### src/rtl/pe_row_psum_collector.sv
// Partial-sum collector at the output of a 16-PE row: reduces each beat by mode,
// accumulates with saturation over a programmed window, then hands off via valid/ready.
module pe_row_psum_collector #(
  parameter int unsigned ACC_W = 24
) (
  input  logic                    clk,
  input  logic                    rst,
  input  logic                    start,
  input  logic [1:0]              mode,
  input  logic [7:0]              acc_len,
  input  logic                    in_valid,
  output logic                    in_ready,
  input  logic [15:0][15:0]       product,
  output logic                    out_valid,
  input  logic                    out_ready,
  output logic [15:0][ACC_W-1:0]  psum,
  output logic [4:0]              out_lanes,
  output logic                    sat,
  output logic                    busy
);

  typedef enum logic [1:0] {StIdle, StAcc, StHold} state_e;

  state_e                   state_q, state_d;
  logic [1:0]               mode_q;
  logic [7:0]               len_q, count_q;
  logic [15:0][ACC_W-1:0]   acc_q, acc_next;
  logic                     sat_q, sat_beat;
  logic [4:0]               lanes_q;

  logic                     beat_fire, last_beat, start_acc;
  logic [15:0][ACC_W-1:0]   red;
  logic [7:0][16:0]         pair;
  logic [19:0]              row_sum;
  logic [ACC_W:0]           wide;

  localparam logic [ACC_W-1:0] AccMax = {1'b0, {(ACC_W-1){1'b1}}};
  localparam logic [ACC_W-1:0] AccMin = {1'b1, {(ACC_W-1){1'b0}}};

  assign beat_fire = in_valid && in_ready;
  assign last_beat = beat_fire && ((count_q + 8'd1) == len_q);
  // A start in HOLD only counts when it coincides with the result being consumed.
  assign start_acc = start && ((state_q == StIdle) || ((state_q == StHold) && out_ready));

  // Beat reduction; latched mode 3 was already folded to per-lane.
  always_comb begin
    red     = '0;
    pair    = '0;
    row_sum = '0;
    unique case (mode_q)
      2'd1: begin
        for (int k = 0; k < 8; k++) begin
          pair[k] = {product[2*k][15], product[2*k]} + {product[2*k+1][15], product[2*k+1]};
          red[k]  = {{(ACC_W-17){pair[k][16]}}, pair[k]};
        end
      end
      2'd2: begin
        for (int i = 0; i < 16; i++) begin
          row_sum = row_sum + {{4{product[i][15]}}, product[i]};
        end
        red[0] = {{(ACC_W-20){row_sum[19]}}, row_sum};
      end
      default: begin
        for (int i = 0; i < 16; i++) begin
          red[i] = {{(ACC_W-16){product[i][15]}}, product[i]};
        end
      end
    endcase
  end

  // One guard bit catches overflow; clamp toward the overflowing sign.
  always_comb begin
    acc_next = acc_q;
    sat_beat = 1'b0;
    wide     = '0;
    for (int i = 0; i < 16; i++) begin
      wide = {acc_q[i][ACC_W-1], acc_q[i]} + {red[i][ACC_W-1], red[i]};
      if (wide[ACC_W] != wide[ACC_W-1]) begin
        acc_next[i] = wide[ACC_W] ? AccMin : AccMax;
        sat_beat    = 1'b1;
      end else begin
        acc_next[i] = wide[ACC_W-1:0];
      end
    end
  end

  always_ff @(posedge clk or negedge rst) begin
    if (!rst) begin
      state_q <= StIdle;
    end else begin
      state_q <= state_d;
    end
  end

  always_comb begin
    state_d = state_q;
    unique case (state_q)
      StIdle:  if (start) state_d = StAcc;
      StAcc:   if (last_beat) state_d = StHold;
      StHold:  if (out_ready) state_d = start ? StAcc : StIdle;
      default: state_d = StIdle;
    endcase
  end

  always_comb begin
    in_ready  = (state_q == StAcc);
    out_valid = (state_q == StHold);
    busy      = (state_q != StIdle);
  end

  always_ff @(posedge clk or negedge rst) begin
    if (!rst) begin
      mode_q  <= 2'd0;
      len_q   <= 8'd0;
      count_q <= 8'd0;
      acc_q   <= '0;
      sat_q   <= 1'b0;
      lanes_q <= 5'd0;
    end else if (start_acc) begin
      mode_q  <= (mode == 2'd3) ? 2'd0 : mode;
      len_q   <= (acc_len == 8'd0) ? 8'd1 : acc_len;
      count_q <= 8'd0;
      acc_q   <= '0;
      sat_q   <= 1'b0;
      lanes_q <= (mode == 2'd2) ? 5'd1 : (mode == 2'd1) ? 5'd8 : 5'd16;
    end else if (beat_fire) begin
      acc_q   <= acc_next;
      sat_q   <= sat_q | sat_beat;
      count_q <= count_q + 8'd1;
    end
  end

  assign psum      = acc_q;
  assign out_lanes = lanes_q;
  assign sat       = sat_q;

endmodule
### config.mk
export PLATFORM = sky130hd
export DESIGN_NAME = pe_row_psum_collector
export DESIGN_NICKNAME = d
export VERILOG_FILES = /design/src/rtl/pe_row_psum_collector.sv
export SDC_FILE = /design/constraint.sdc
export NUM_CORES = 2
export LEC_CHECK = 0
export BUFFER_PORTS_ARGS = -buffer_cell sky130_fd_sc_hd__buf_4
export CELL_PAD_IN_SITES_DETAIL_PLACEMENT = 1
export CELL_PAD_IN_SITES_GLOBAL_PLACEMENT = 2
export CORE_ASPECT_RATIO = 2
export CORE_UTILIZATION = 36
export DETAILED_ROUTE_END_ITERATION = 6
export HOLD_SLACK_MARGIN = 0.1
export PLACE_DENSITY = 0.84
export SYNTH_ARGS = -nofsm -noshare
export SYNTH_HDL_FRONTEND = slang
export SYNTH_SLANG_ARGS = --single-unit
export TNS_END_PERCENT = 20
### constraint.sdc
create_clock -name clk -period 7.7 [get_ports clk]
set_input_delay 1.54 -clock clk [delete_from_list [all_inputs] [get_ports clk]]
set_output_delay 1.54 -clock clk [all_outputs]
set_load 0.02 [all_outputs]
==> summary.md <==
| Metric | Value |
|---|---|
| Die ar. | `about 130000 um^2` |
| GR peak layer | `met2` |
| Clock Latency Late Sink | `~0.66 ns` |
| Clk_skew | `0.0534 ns` |
| Placeable Area | `~130000 um^2` |
| Most numerous cell in the Yosys netlist | `nand2_1` |
| Crit path largest cell delay | `about 0.68 ns` |
| Clock-pin slew on the worst setup and hold paths | `around 0.06 ns` |
| CP Max Fanout | `3` |
| Mapped Area | `48000 um^2` |
| Ys Warns | `0` |
| Synth area leader | `dfrtp_1` |
| Yosys top cell area share | `between 20% and 30%` |
| Worst Path Buf+Inv | `9` |
| 1st-iter DRT viols | `2440` |
| Final WS setup | `-1.94 ns` |
| Fmax | `~100 MHz` |
| Period utilization | `125%` |
| Status | `finished with violations` |
| Antenna-violating nets left | `0` |
| DPL Wire Length | `between 200000 and 250000 um` |
| EDFF count, synth | `0` |
| CTS tree | `built` |
| Arrival @ worst endpoint | `approximately 10 ns` |
| Part of the Yosys area used for sequential elements | `21.2%` |
| Worst rel slew slack | `between 30% and 40%` |
| Main area contributors after synthesis | `dfrtp_1 (21%), ha_1 (15%), fa_1 (11%), o21ai_0 (5.4%), xnor2_1 (5.2%)` |
| CTS Buf Count | `a little under 50` |
| Post-synth ARST share | `100%` |
| # DRC | `0` |
| Clock Tree Buf Depth | `3` |
| Startpoint types | `input pin` |
| First-pass GRT wire length | `around 350000 um` |
| Worst path required time | `between 8 and 9 ns` |
| Met3 Use GR | `around 8.2%` |
| Final wirelength | `about 240000 um` |
| Grt met2 use | `61.5%` |
| Wire per inst | `between 20 and 30 um` |
| Starting Density | `36.2%` |
| Post-DR vias/cell | `5.52` |
| Pin count of the biggest net entering global routing | `approximately 130` |
| Synthesized flop and latch total | `around 400` |
| Pre-antenna DRT Iters | `5` |
| Gpl congestion | `1.02` |
| Fin nets | `8291` |
| Layout overhead on the synthesized area | `31.1%` |
| Clock Tree Root | `clkbuf_16` |
| Die X | `260 um` |
| Min Tclk post-route | `between 9 and 10 ns` |
| FF-to-FF path depth | `22` |
| Worst slack, placed | `-2.93 ns` |
| Top FF cell, synth | `dfrtp_1` |
| Failing checks | `setup timing` |
| CTS H-tree lvls | `2` |
| Depth of the worst hold-timing path | `1` |
| Share of cells above drive strength 1 | `about 24%` |
| # fillers | `15969` |
| Antenna violations before repair | `50` |
| Floorplan row count | `between 150 and 200` |
| Crit end category | `register` |
| GRT Overall Usage | `approximately a third` |
| Tightest Hold Check Type | `register to register` |
| Crit path kind | `input pin to register` |
| WP depth | `40` |
| Mapped Cells | `5834` |
| Slew Viols, Final | `0` |
| Max-Cap Viols | `0` |
| Synth cell count leaders | `nand2_1 (637), ha_1 (574), o21ai_0 (522)` |
| Vias in the first global route | `54275` |
| Slowest CP cell | `fa_2` |
| Post-route worst hold slack | `slightly above 0.5 ns` |
| Synth Area per Inst | `between 8 and 9 um^2` |
| # IOs | `about 660` |
| RSZ-0062 raised after global routing | `yes` |
| Slew @ Worst Pin | `approximately 1.0 ns` |
| CP dominant cell by count | `fa_1` |
| Buffers on Ports | `between 600 and 700` |
| Worst path top cell family by delay | `adder cells` |
| Synth unique cells | `97` |
| GRT overflow | `0` |
| Chip height | `about 520 um` |
| Hold violation total from the final report | `0` |
| TritonCTS sink count | `just over 400` |
| Via Count | `a little under 50000` |
| Final setup fails | `25` |
| Met1 GRT Util | `36.6%` |
[layout make-up]
type	count	area [um^2]	share of cell area, %
clock buffer	75	1490	2.36
clock inverter	9	58.8	0.0935
tap	1719	2150	3.42
multi-input combinational	4745	35600	56.6
inverter	503	1910	3.03
timing repair buffer	1485	11500	18.2
sequential	406	10200	16.1
antenna	26	65.1	0.103
[metrics by stage]
stage               util [%]  cells  TNS [ns]  area [um^2]
global placement        45.8   8824    -95.42        60600
floorplan                  -   5835    -38.58        48000
global route            47.5   8943    -50.34        62900
CTS                     47.3   8938    -42.84        62600
detailed placement      45.8   8824   -112.43        60600
finish                  47.5   8968    -44.36        62900
[flip-flops by register name (all words and copies together), names as in the netlist]
register / flops
psum: 384
sat: 1
state_q: 2
out_lanes: 3
count_q: 8
len_q: 8
[routing by layer]
layer	wire length [um]	vias up	part of all wire, %
met4	18400	60	7.7
li1	-	22954	-
met5	407	-	0.17
met1	86300	24707	36
met3	15600	469	6.5
met2	118000	1302	49
[logic make-up after synthesis]
group	after synthesis	synth area share, %
buffers and inverters	684	5.50
XOR/XNOR	439	8.01
AO/OA/AOI/OAI	1648	21.8
other	1	0.00781
multiplexers	19	0.425
AND/OR/NAND/NOR	1807	17.5
adder cells (fa/ha/maj)	830	25.6
flip-flops	406	21.2
[worst paths after layout]
check                        startpoint          to  slack (ns)
max                        product[162]    psum[22]       -1.94
min                          count_q[7]  count_q[7]        0.51
max reg2reg                out_lanes[0]         sat        1.13
min reg2reg                  count_q[7]  count_q[7]        0.51
max in group asynchronous           rst   psum[163]        5.23
min in group asynchronous           rst    psum[42]        0.96
[timing repair]
item / in CTS / in global routing
setup buffers: 29 / 4
endpoints found under the setup margin: 44 / 92
pin swaps: 38 / 18
cloned: 1 / 0
hold buffers: 0 / 0
endpoints found under the hold margin: 0 / 0
gates resized for setup: 71 / 61
[cells in the final DEF, fill, tap and decap left out, types with 18 or more instances in the layout]
cell       netlist  routed
a211oi_1        38      37
o31ai_1         24      23
clkbuf_16        0      51
a211o_1         21      21
o21ai_0        522     499
a21oi_1        391     383
or3_1           46      45
buf_4            2    1454
nor2b_1         85      82
nor2_1         492     490
a31oi_1         45      40
or2_2           19      18
o211ai_1        24      24
ha_1           574     569
o21ai_2         25      44
and2_1         151     149
diode_2          0      26
o21a_1          45      45
nand2b_1        63      62
a221o_1         57      57
inv_1          503     487
nand2_1        637     635
dfrtp_1        406     406
a21o_1         163     163
xor2_1         156     155
nand3_1         97      97
xnor2_1        283     282
o21bai_1        59      59
fa_1           256     243
buf_12           2      20
and3_1          55      54
a22o_1          23      23
o21ai_1         41      45
nor3_1          75      70
Power is left out: the tool's default activity adds up to more than one toggle a clock period on the data nets, which glitch-free logic cannot reach.
